## config.mk

```make
export PLATFORM = sky130hd
export DESIGN_NAME = calc_sched
export DESIGN_NICKNAME = d
export VERILOG_FILES = /design/src/rtl/calc_sched.sv
export SDC_FILE = /design/constraint.sdc
export NUM_CORES = 1
export LEC_CHECK = 0
export BUFFER_PORTS_ARGS = -buffer_cell sky130_fd_sc_hd__clkbuf_2
export CAP_MARGIN = 20
export CORE_AREA = 2 2 109 111
export DETAILED_ROUTE_END_ITERATION = 12
export DIE_AREA = 0 0 111 113
export GPL_TIMING_DRIVEN = 0
export PLACE_DENSITY = 0.54
export SKIP_CTS_REPAIR_TIMING = 1
export SYNTH_ARGS = -nofsm -noshare
export SYNTH_HDL_FRONTEND = slang
export SYNTH_SLANG_ARGS = --single-unit
export TNS_END_PERCENT = 50
```

## constraint.sdc

```tcl
create_clock -name clk -period 7.75 [get_ports clk]
set_input_delay 1.1625 -clock clk [delete_from_list [all_inputs] [get_ports clk]]
set_output_delay 1.1625 -clock clk [all_outputs]
set_load 0.1 [all_outputs]
```

## src/rtl/calc_sched.sv

```systemverilog
// calc_sched: K-dimension tile-loop scheduler for the bit-serial calc unit.
// It accepts one tile command, prefetches the first A tile and S weight word,
// starts the calc unit once, then follows its mod-N_SLICES slice counter. The
// next tile is prefetched on the last slice, and the result is handed
// downstream with a valid/ready handshake.
module calc_sched #(
  parameter int ADDR_W   = 10,
  parameter int LEN_W    = 8,
  parameter int N_SLICES = 5
) (
  input  logic              clk,
  input  logic              rst_n,
  input  logic              cmd_valid,
  output logic              cmd_ready,
  input  logic [ADDR_W-1:0] cmd_a_base,
  input  logic [ADDR_W-1:0] cmd_s_base,
  input  logic [LEN_W-1:0]  cmd_len,
  input  logic              abort,
  output logic              a_rd_en,
  output logic [ADDR_W-1:0] a_rd_addr,
  output logic              s_rd_en,
  output logic [ADDR_W-1:0] s_rd_addr,
  output logic              calc_start,
  output logic [2:0]        slice_idx,
  output logic [LEN_W-1:0]  tile_idx,
  output logic              acc_clr,
  output logic              acc_en,
  output logic              out_valid,
  input  logic              out_ready,
  output logic              busy,
  output logic              done
);

  typedef enum logic [2:0] {
    S_IDLE,
    S_PREFETCH,
    S_RUN,
    S_WB,
    S_FIN
  } state_t;

  localparam logic [2:0] LAST_SLICE = 3'(N_SLICES - 1);

  state_t            state_q, state_nx;
  logic [ADDR_W-1:0] a_base_q, s_base_q, a_base_nx, s_base_nx;
  logic [LEN_W-1:0]  len_q, len_nx;

  // Next-cycle values of the registered outputs.
  logic              a_rd_en_nx, s_rd_en_nx, calc_start_nx;
  logic [ADDR_W-1:0] a_rd_addr_nx, s_rd_addr_nx;
  logic [2:0]        slice_nx;
  logic [LEN_W-1:0]  tile_nx;
  logic              acc_clr_nx, acc_en_nx, out_valid_nx, done_nx;

  logic              last_tile;
  logic [LEN_W-1:0]  tile_p1;
  logic [ADDR_W-1:0] tile_off;

  assign last_tile = (tile_idx == (len_q - LEN_W'(1)));
  assign tile_p1   = tile_idx + LEN_W'(1);
  assign tile_off  = ADDR_W'(tile_p1);

  assign cmd_ready = (state_q == S_IDLE);
  assign busy      = (state_q != S_IDLE);

  // Next state and next registered-output values; abort overrides everything.
  always_comb begin
    state_nx      = state_q;
    a_base_nx     = a_base_q;
    s_base_nx     = s_base_q;
    len_nx        = len_q;
    a_rd_en_nx    = 1'b0;
    s_rd_en_nx    = 1'b0;
    a_rd_addr_nx  = '0;
    s_rd_addr_nx  = '0;
    calc_start_nx = 1'b0;
    slice_nx      = slice_idx;
    tile_nx       = tile_idx;
    acc_clr_nx    = 1'b0;
    acc_en_nx     = 1'b0;
    out_valid_nx  = 1'b0;
    done_nx       = 1'b0;

    case (state_q)
      S_IDLE: begin
        slice_nx = '0;
        tile_nx  = '0;
        if (cmd_valid && !abort) begin
          a_base_nx = cmd_a_base;
          s_base_nx = cmd_s_base;
          len_nx    = cmd_len;
          if (cmd_len == '0) begin
            state_nx = S_FIN;
            done_nx  = 1'b1;
          end else begin
            state_nx      = S_PREFETCH;
            a_rd_en_nx    = 1'b1;
            s_rd_en_nx    = 1'b1;
            a_rd_addr_nx  = cmd_a_base;
            s_rd_addr_nx  = cmd_s_base;
            calc_start_nx = 1'b1;
          end
        end
      end
      S_PREFETCH: begin
        state_nx   = S_RUN;
        slice_nx   = '0;
        tile_nx    = '0;
        acc_en_nx  = 1'b1;
        acc_clr_nx = 1'b1;
      end
      S_RUN: begin
        if (slice_idx == LAST_SLICE) begin
          if (last_tile) begin
            state_nx     = S_WB;
            out_valid_nx = 1'b1;
          end else begin
            slice_nx  = '0;
            tile_nx   = tile_p1;
            acc_en_nx = 1'b1;
          end
        end else begin
          slice_nx  = slice_idx + 3'd1;
          acc_en_nx = 1'b1;
          // Prefetch on the last slice so the next tile's operands land on slice 0.
          if ((slice_idx == (LAST_SLICE - 3'd1)) && !last_tile) begin
            a_rd_en_nx   = 1'b1;
            s_rd_en_nx   = 1'b1;
            a_rd_addr_nx = a_base_q + tile_off;
            s_rd_addr_nx = s_base_q + tile_off;
          end
        end
      end
      S_WB: begin
        if (out_ready) begin
          state_nx = S_FIN;
          done_nx  = 1'b1;
        end else begin
          out_valid_nx = 1'b1;
        end
      end
      S_FIN: begin
        state_nx = S_IDLE;
        slice_nx = '0;
        tile_nx  = '0;
      end
      default: begin
        state_nx = S_IDLE;
      end
    endcase

    if (abort && (state_q != S_IDLE)) begin
      state_nx      = S_IDLE;
      a_rd_en_nx    = 1'b0;
      s_rd_en_nx    = 1'b0;
      a_rd_addr_nx  = '0;
      s_rd_addr_nx  = '0;
      calc_start_nx = 1'b0;
      slice_nx      = '0;
      tile_nx       = '0;
      acc_clr_nx    = 1'b0;
      acc_en_nx     = 1'b0;
      out_valid_nx  = 1'b0;
      done_nx       = 1'b0;
    end
  end

  // State, latched command and registered outputs; async reset clears all.
  always_ff @(posedge clk or negedge rst_n) begin
    if (!rst_n) begin
      state_q    <= S_IDLE;
      a_base_q   <= '0;
      s_base_q   <= '0;
      len_q      <= '0;
      a_rd_en    <= 1'b0;
      s_rd_en    <= 1'b0;
      a_rd_addr  <= '0;
      s_rd_addr  <= '0;
      calc_start <= 1'b0;
      slice_idx  <= '0;
      tile_idx   <= '0;
      acc_clr    <= 1'b0;
      acc_en     <= 1'b0;
      out_valid  <= 1'b0;
      done       <= 1'b0;
    end else begin
      state_q    <= state_nx;
      a_base_q   <= a_base_nx;
      s_base_q   <= s_base_nx;
      len_q      <= len_nx;
      a_rd_en    <= a_rd_en_nx;
      s_rd_en    <= s_rd_en_nx;
      a_rd_addr  <= a_rd_addr_nx;
      s_rd_addr  <= s_rd_addr_nx;
      calc_start <= calc_start_nx;
      slice_idx  <= slice_nx;
      tile_idx   <= tile_nx;
      acc_clr    <= acc_clr_nx;
      acc_en     <= acc_en_nx;
      out_valid  <= out_valid_nx;
      done       <= done_nx;
    end
  end

endmodule

```

# ---- Yosys cells after proc, flatten, opt, wreduce, memory -nomap -nowiden
# Cells that the tools add are included.
dict set report totals {
  register_bits 68
  in_bits 33
  word_cells 97
  out_inout_bits 40
}
dict set report classes {
  n_mux 51
  n_reduce_logical 14
  add_sub_neg 5
  eq_ne 13
}
# operator count
set ops {}
lappend ops {{$mux W10} 10}
lappend ops {{$pmux W10 S2} 2}
lappend ops {{$mux W3} 9}
lappend ops {{$mux W8} 3}
lappend ops {{$add A10 B8 Y10} 2}
lappend ops {{$mux W1} 20}
lappend ops {{$pmux W8 S2} 1}
lappend ops {{$ne A3 B3 Y1 const B} 4}
lappend ops {{$pmux W3 S4} 1}
lappend ops {{$eq A3 B2 Y1 const B} 3}
lappend ops {{$add A8 B1 Y8 const B} 1}
lappend ops {{$eq A8 B8 Y1} 1}
lappend ops {{$logic_not A8 Y1} 1}
lappend ops {{$pmux W1 S2} 4}
lappend ops {{$sub A8 B1 Y8 const B} 1}
lappend ops {{$eq A3 B3 Y1 const B} 2}
lappend ops {{$pmux W3 S2} 1}
lappend ops {{$reduce_bool A3 Y1} 2}
lappend ops {{$ne A4 B4 Y1 const B} 1}
lappend ops {{$reduce_and A2 Y1} 2}
lappend ops {{$reduce_and A4 Y1} 1}
lappend ops {{$add A3 B1 Y3 const B} 1}
lappend ops {{$eq A3 B1 Y1 const B} 1}
lappend ops {{$logic_and A1 B1 Y1} 3}
lappend ops {{other kinds (5)} 6}

# ---- Logic depth before layout (Yosys ltp)
dict set report logic_depth {
  ltp_word 8
  ltp_mapped 10
}

# ---- Least setup slack after synthesis
# No wires, ideal clock.
dict set report synth_path {
  kind {reg-to-reg}
  from {register tile_idx[1]}
  to {register a_rd_addr[9]}
  setup_slack_ns 4.236
  setup_time_ns 0.121
  stages_incl_launch_ff 11
  required_ns 7.629
  period_less_slack_ns 3.514
  arrival_time_ns 3.393
  n_path_buf 0
  path_cell_list {dfrtp_1 -> ha_1 -> nand3_1 -> xnor2_1 -> ha_1 -> and2_1 -> a221o_1 -> a221o_1 -> a41oi_1 -> xnor2_1 -> a22o_1}
}
dict set report synth_between {
  elab_chain_cells 7
  word_cells_on_any_way 9
}
# element line
set synth_lines {}
lappend synth_lines {{start, declared} 25} ;# output logic [LEN_W-1:0] tile_idx,
lappend synth_lines {{start signal, assigned} 197} ;# tile_idx <= tile_nx;
lappend synth_lines {{branches (longest 3 deep; another with $add A10 B8 Y10)} -}
lappend synth_lines {{$mux W10 *} 126} ;# if ((slice_idx == (LAST_SLICE - 3'd1)) && !last_tile) begin
lappend synth_lines {{$mux W10 *} 113} ;# if (slice_idx == LAST_SLICE) begin
lappend synth_lines {{$pmux W10 S2 *} 84} ;# case (state_q)
lappend synth_lines {{$mux W10 *} 152} ;# if (abort && (state_q != S_IDLE)) begin
lappend synth_lines {{net a_rd_addr_nx[9]} 50} ;# logic [ADDR_W-1:0] a_rd_addr_nx, s_rd_addr_nx;
lappend synth_lines {{end signal, assigned} 193} ;# a_rd_addr <= a_rd_addr_nx;
lappend synth_lines {{end, declared} 20} ;# output logic [ADDR_W-1:0] a_rd_addr,
# Mark *: on every way through the listed nets, which the timed path passes.
# A chain may end at the register's enable or synchronous reset.

# ---- Worst setup path after layout
# Ends and elaborated chain as after synthesis.

==> reports/results.tsv <==
metric	value	unit
status	completed	
yosysMostFrequentCell	dfrtp_1	
start_kind	flop	
clk_pin_slew	0.06	ns
gp_congestion	0.7564	
synth_edf_count	0	
sw_frac_of_total	34.05	%
synth_area_leader_cell	dfrtp_1	
synth-seq-area-share	44.88	%
cts.sinks	68	
slew_headroom	49.50	%
worstPathArrival	3.54	ns
dr.pass1.iters	4	
dp_hpwl	6749	um
leakagePower	2.206	nW
fin_crit	3.322	ns
fp.dieW	111	um
via_per_inst	5.096	
syn_avg_cell_area	11.49	um^2
diodes	0	
die_area	12540	um^2
synth_nets	388	
ir_worst_vdd	0.1177	mV
track_usage	15.31	%
io_buffers	71	
fin_nets	471	
yosys_most_used_dff	dfrtp_1	
synth-warning-count	0	
cts-root-buf	clkbuf_16	
synth.distinct_cells	55	
cts_tree	done	
endpoint_kind	flop	
ant_nets	0	
p_comb_share	29.2	%
rsz0062_at_grt	false	
grt_max_degree	47	
synthCells	330	
drc	0	
worstSetupPathType	flop to flop	
grt_pass1_wl	15080	um
setup_viol	0	
drive_above_1_share	29.90	%
worst_ep_required_time	7.97	ns
clock_latency	0.33	ns
synth_common_cells	dfrtp_1 (68), mux2_2 (28), a22o_1 (27)	
grt_pass1_vias	2949	
final_core_util	40.98	%
ioPinCount	73	
worst_slew_pin_slew	0.7575	ns
rows	39	
vias	2859	
report.final.slew_viol_count	0	
maxCapViolations	0	
synth_area	3791	um^2
synth.area.top_cells	dfrtp_1 (45%), mux2_2 (8.3%), ha_1 (7.6%), a22o_1 (6.2%), xnor2_1 (5.3%)	
drt-total-wl	9117	um
ys_seq_elements	68	
path_max_fanout	6	
power_density	250.4	nW/um^2
syn_to_final_growth	21.85	%
cts_buffer_depth	2	
drtIter0Drc	96	
die_y	113	um
intPower	0.7629	mW
min_period_over_period	42.86	%
initial_core_util	33.63	%
overflow	0	
hold_viol_final	0	
cts_buffers	9	
fmaxAchievable	0.3011	GHz
clock_power_share	31.8	%
fin_setup_tns	0	ns
cts_max_level	3	
antenna_found_initial	0	
wire_per_inst	16.25	um
switchingPower	0.3939	mW
async_flop_share	100.0	%
p_seq_share	39.0	%
core_region_area	11270	um^2
hold_class	flop to flop	
yosysTopAreaCellShare	44.88	%
finClkSkew	0.007249	ns
## through the flow
stage | power, mW | hold WS, ns | std cells | instance area, um^2 | setup slack (ns)
after floorplan | 0.7176 | 0.4836 | 330 | 3791 | 4.236
after global placement | 0.7870 | 0.4932 | 544 | 4325 | 4.406
after detailed placement | 0.7957 | 0.4989 | 545 | 4355 | 4.372
after CTS | 1.170 | 0.5113 | 561 | 4619 | 4.399
after global routing | 1.228 | 0.5338 | 561 | 4619 | 4.196
final | 1.157 | 0.5095 | 561 | 4619 | 4.428
## logic make-up after synthesis
logic type,after synthesis,share of synthesized area [%]
DFF,68,44.88
AOI/OAI and AO/OA,79,16.60
buffers and inverters,22,2.871
xor gates and xnor gates,29,6.700
and+or+nand+nor,78,11.58
muxes,29,8.713
adders and majority gates,25,8.647
## critical path, stage by stage (launching register included)
cell and delay, ns:
dfrtp_1 0.48, ha_1 0.33, nand3_1 0.14, xnor2_1 0.45, ha_1 0.37, and2_1 0.18
a221o_1 0.34, a221o_1 0.38, a41oi_1 0.26, xnor2_1 0.09, a22o_1 0.19
## power by group through the flow
| stage | combinational [mW] | clock, mW | sequential (mW) |
|---|---|---|---|
| floorplan | 0.216 | 0 | 0.502 |
| global placement | 0.331 | 0 | 0.456 |
| detailed placement | 0.338 | 0 | 0.458 |
| CTS | 0.340 | 0.378 | 0.452 |
| global route | 0.371 | 0.397 | 0.460 |
| finish | 0.338 | 0.368 | 0.451 |
## flip-flops by register name, indices dropped and copies added (netlist names)
| signal | count |
|---|---|
| slice_idx | 3 |
| calc_start | 1 |
| s_base_q | 10 |
| done | 1 |
| a_rd_addr | 10 |
| acc_en | 1 |
| a_base_q | 10 |
| s_rd_addr | 10 |
| state_q | 3 |
| len_q | 8 |
| tile_idx | 8 |
| acc_clr | 1 |
| s_rd_en | 1 |
| out_valid | 1 |
## layout by cell type, fill, tap and decap left out, types with 4 or more instances in the layout
cell type	synthesis	routed
xnor2_1	23	23
dfrtp_1	68	68
a41oi_1	4	4
or4_1	4	4
nor3_1	8	8
a21o_1	5	5
nor2_1	10	10
nand3_1	9	9
nor2b_1	4	4
and3_1	5	5
o21ai_0	5	5
clkbuf_1	9	13
inv_1	7	7
clkbuf_16	0	9
or3_1	4	4
nand2_1	16	16
a22o_1	27	27
ha_1	23	23
mux2_2	28	28
clkbuf_2	0	70
xor2_1	6	6
o211ai_1	4	4
a31oi_1	4	4
a21oi_1	13	13
## layer usage
metal / GRT usage, % / up-vias / routed length, um
met1: 19.70 / 1397 / 4148
met3: 3.964 / 9 / 279
li1: - / 1404 / -
met2: 25.73 / 49 / 4581
met4: 4.250 / 0 / 108
met5: 0 / - / 0
## final timing paths
path | startpoint | to | slack [ns] | depth (start not counted)
worst max-delay path | tile_idx[1] | a_rd_addr[9] | 4.43 | 10
worst min-delay path | a_base_q[0] | a_base_q[0] | 0.51 | 1
worst max register to register | tile_idx[1] | a_rd_addr[9] | 4.43 | 10
worst min register to register | a_base_q[0] | a_base_q[0] | 0.51 | 1
max in group asynchronous | rst_n | a_rd_addr[5] | 6.45 | 2
min in group asynchronous | rst_n | s_base_q[9] | 0.76 | 1
## cell type report
| class | instances | area, um^2 |
|---|---|---|
| Fill cell | 1109 | 6653 |
| Sequential cell | 68 | 1702 |
| Buffer | 15 | 82.58 |
| Clock buffer | 14 | 254.0 |
| Multi-Input combinational cell | 240 | 1981 |
| Timing Repair Buffer | 72 | 385.4 |
| Tap cell | 143 | 178.9 |
| Clock inverter | 2 | 10.01 |
| Inverter | 7 | 26.28 |
Power figures use the tool's default switching activity.
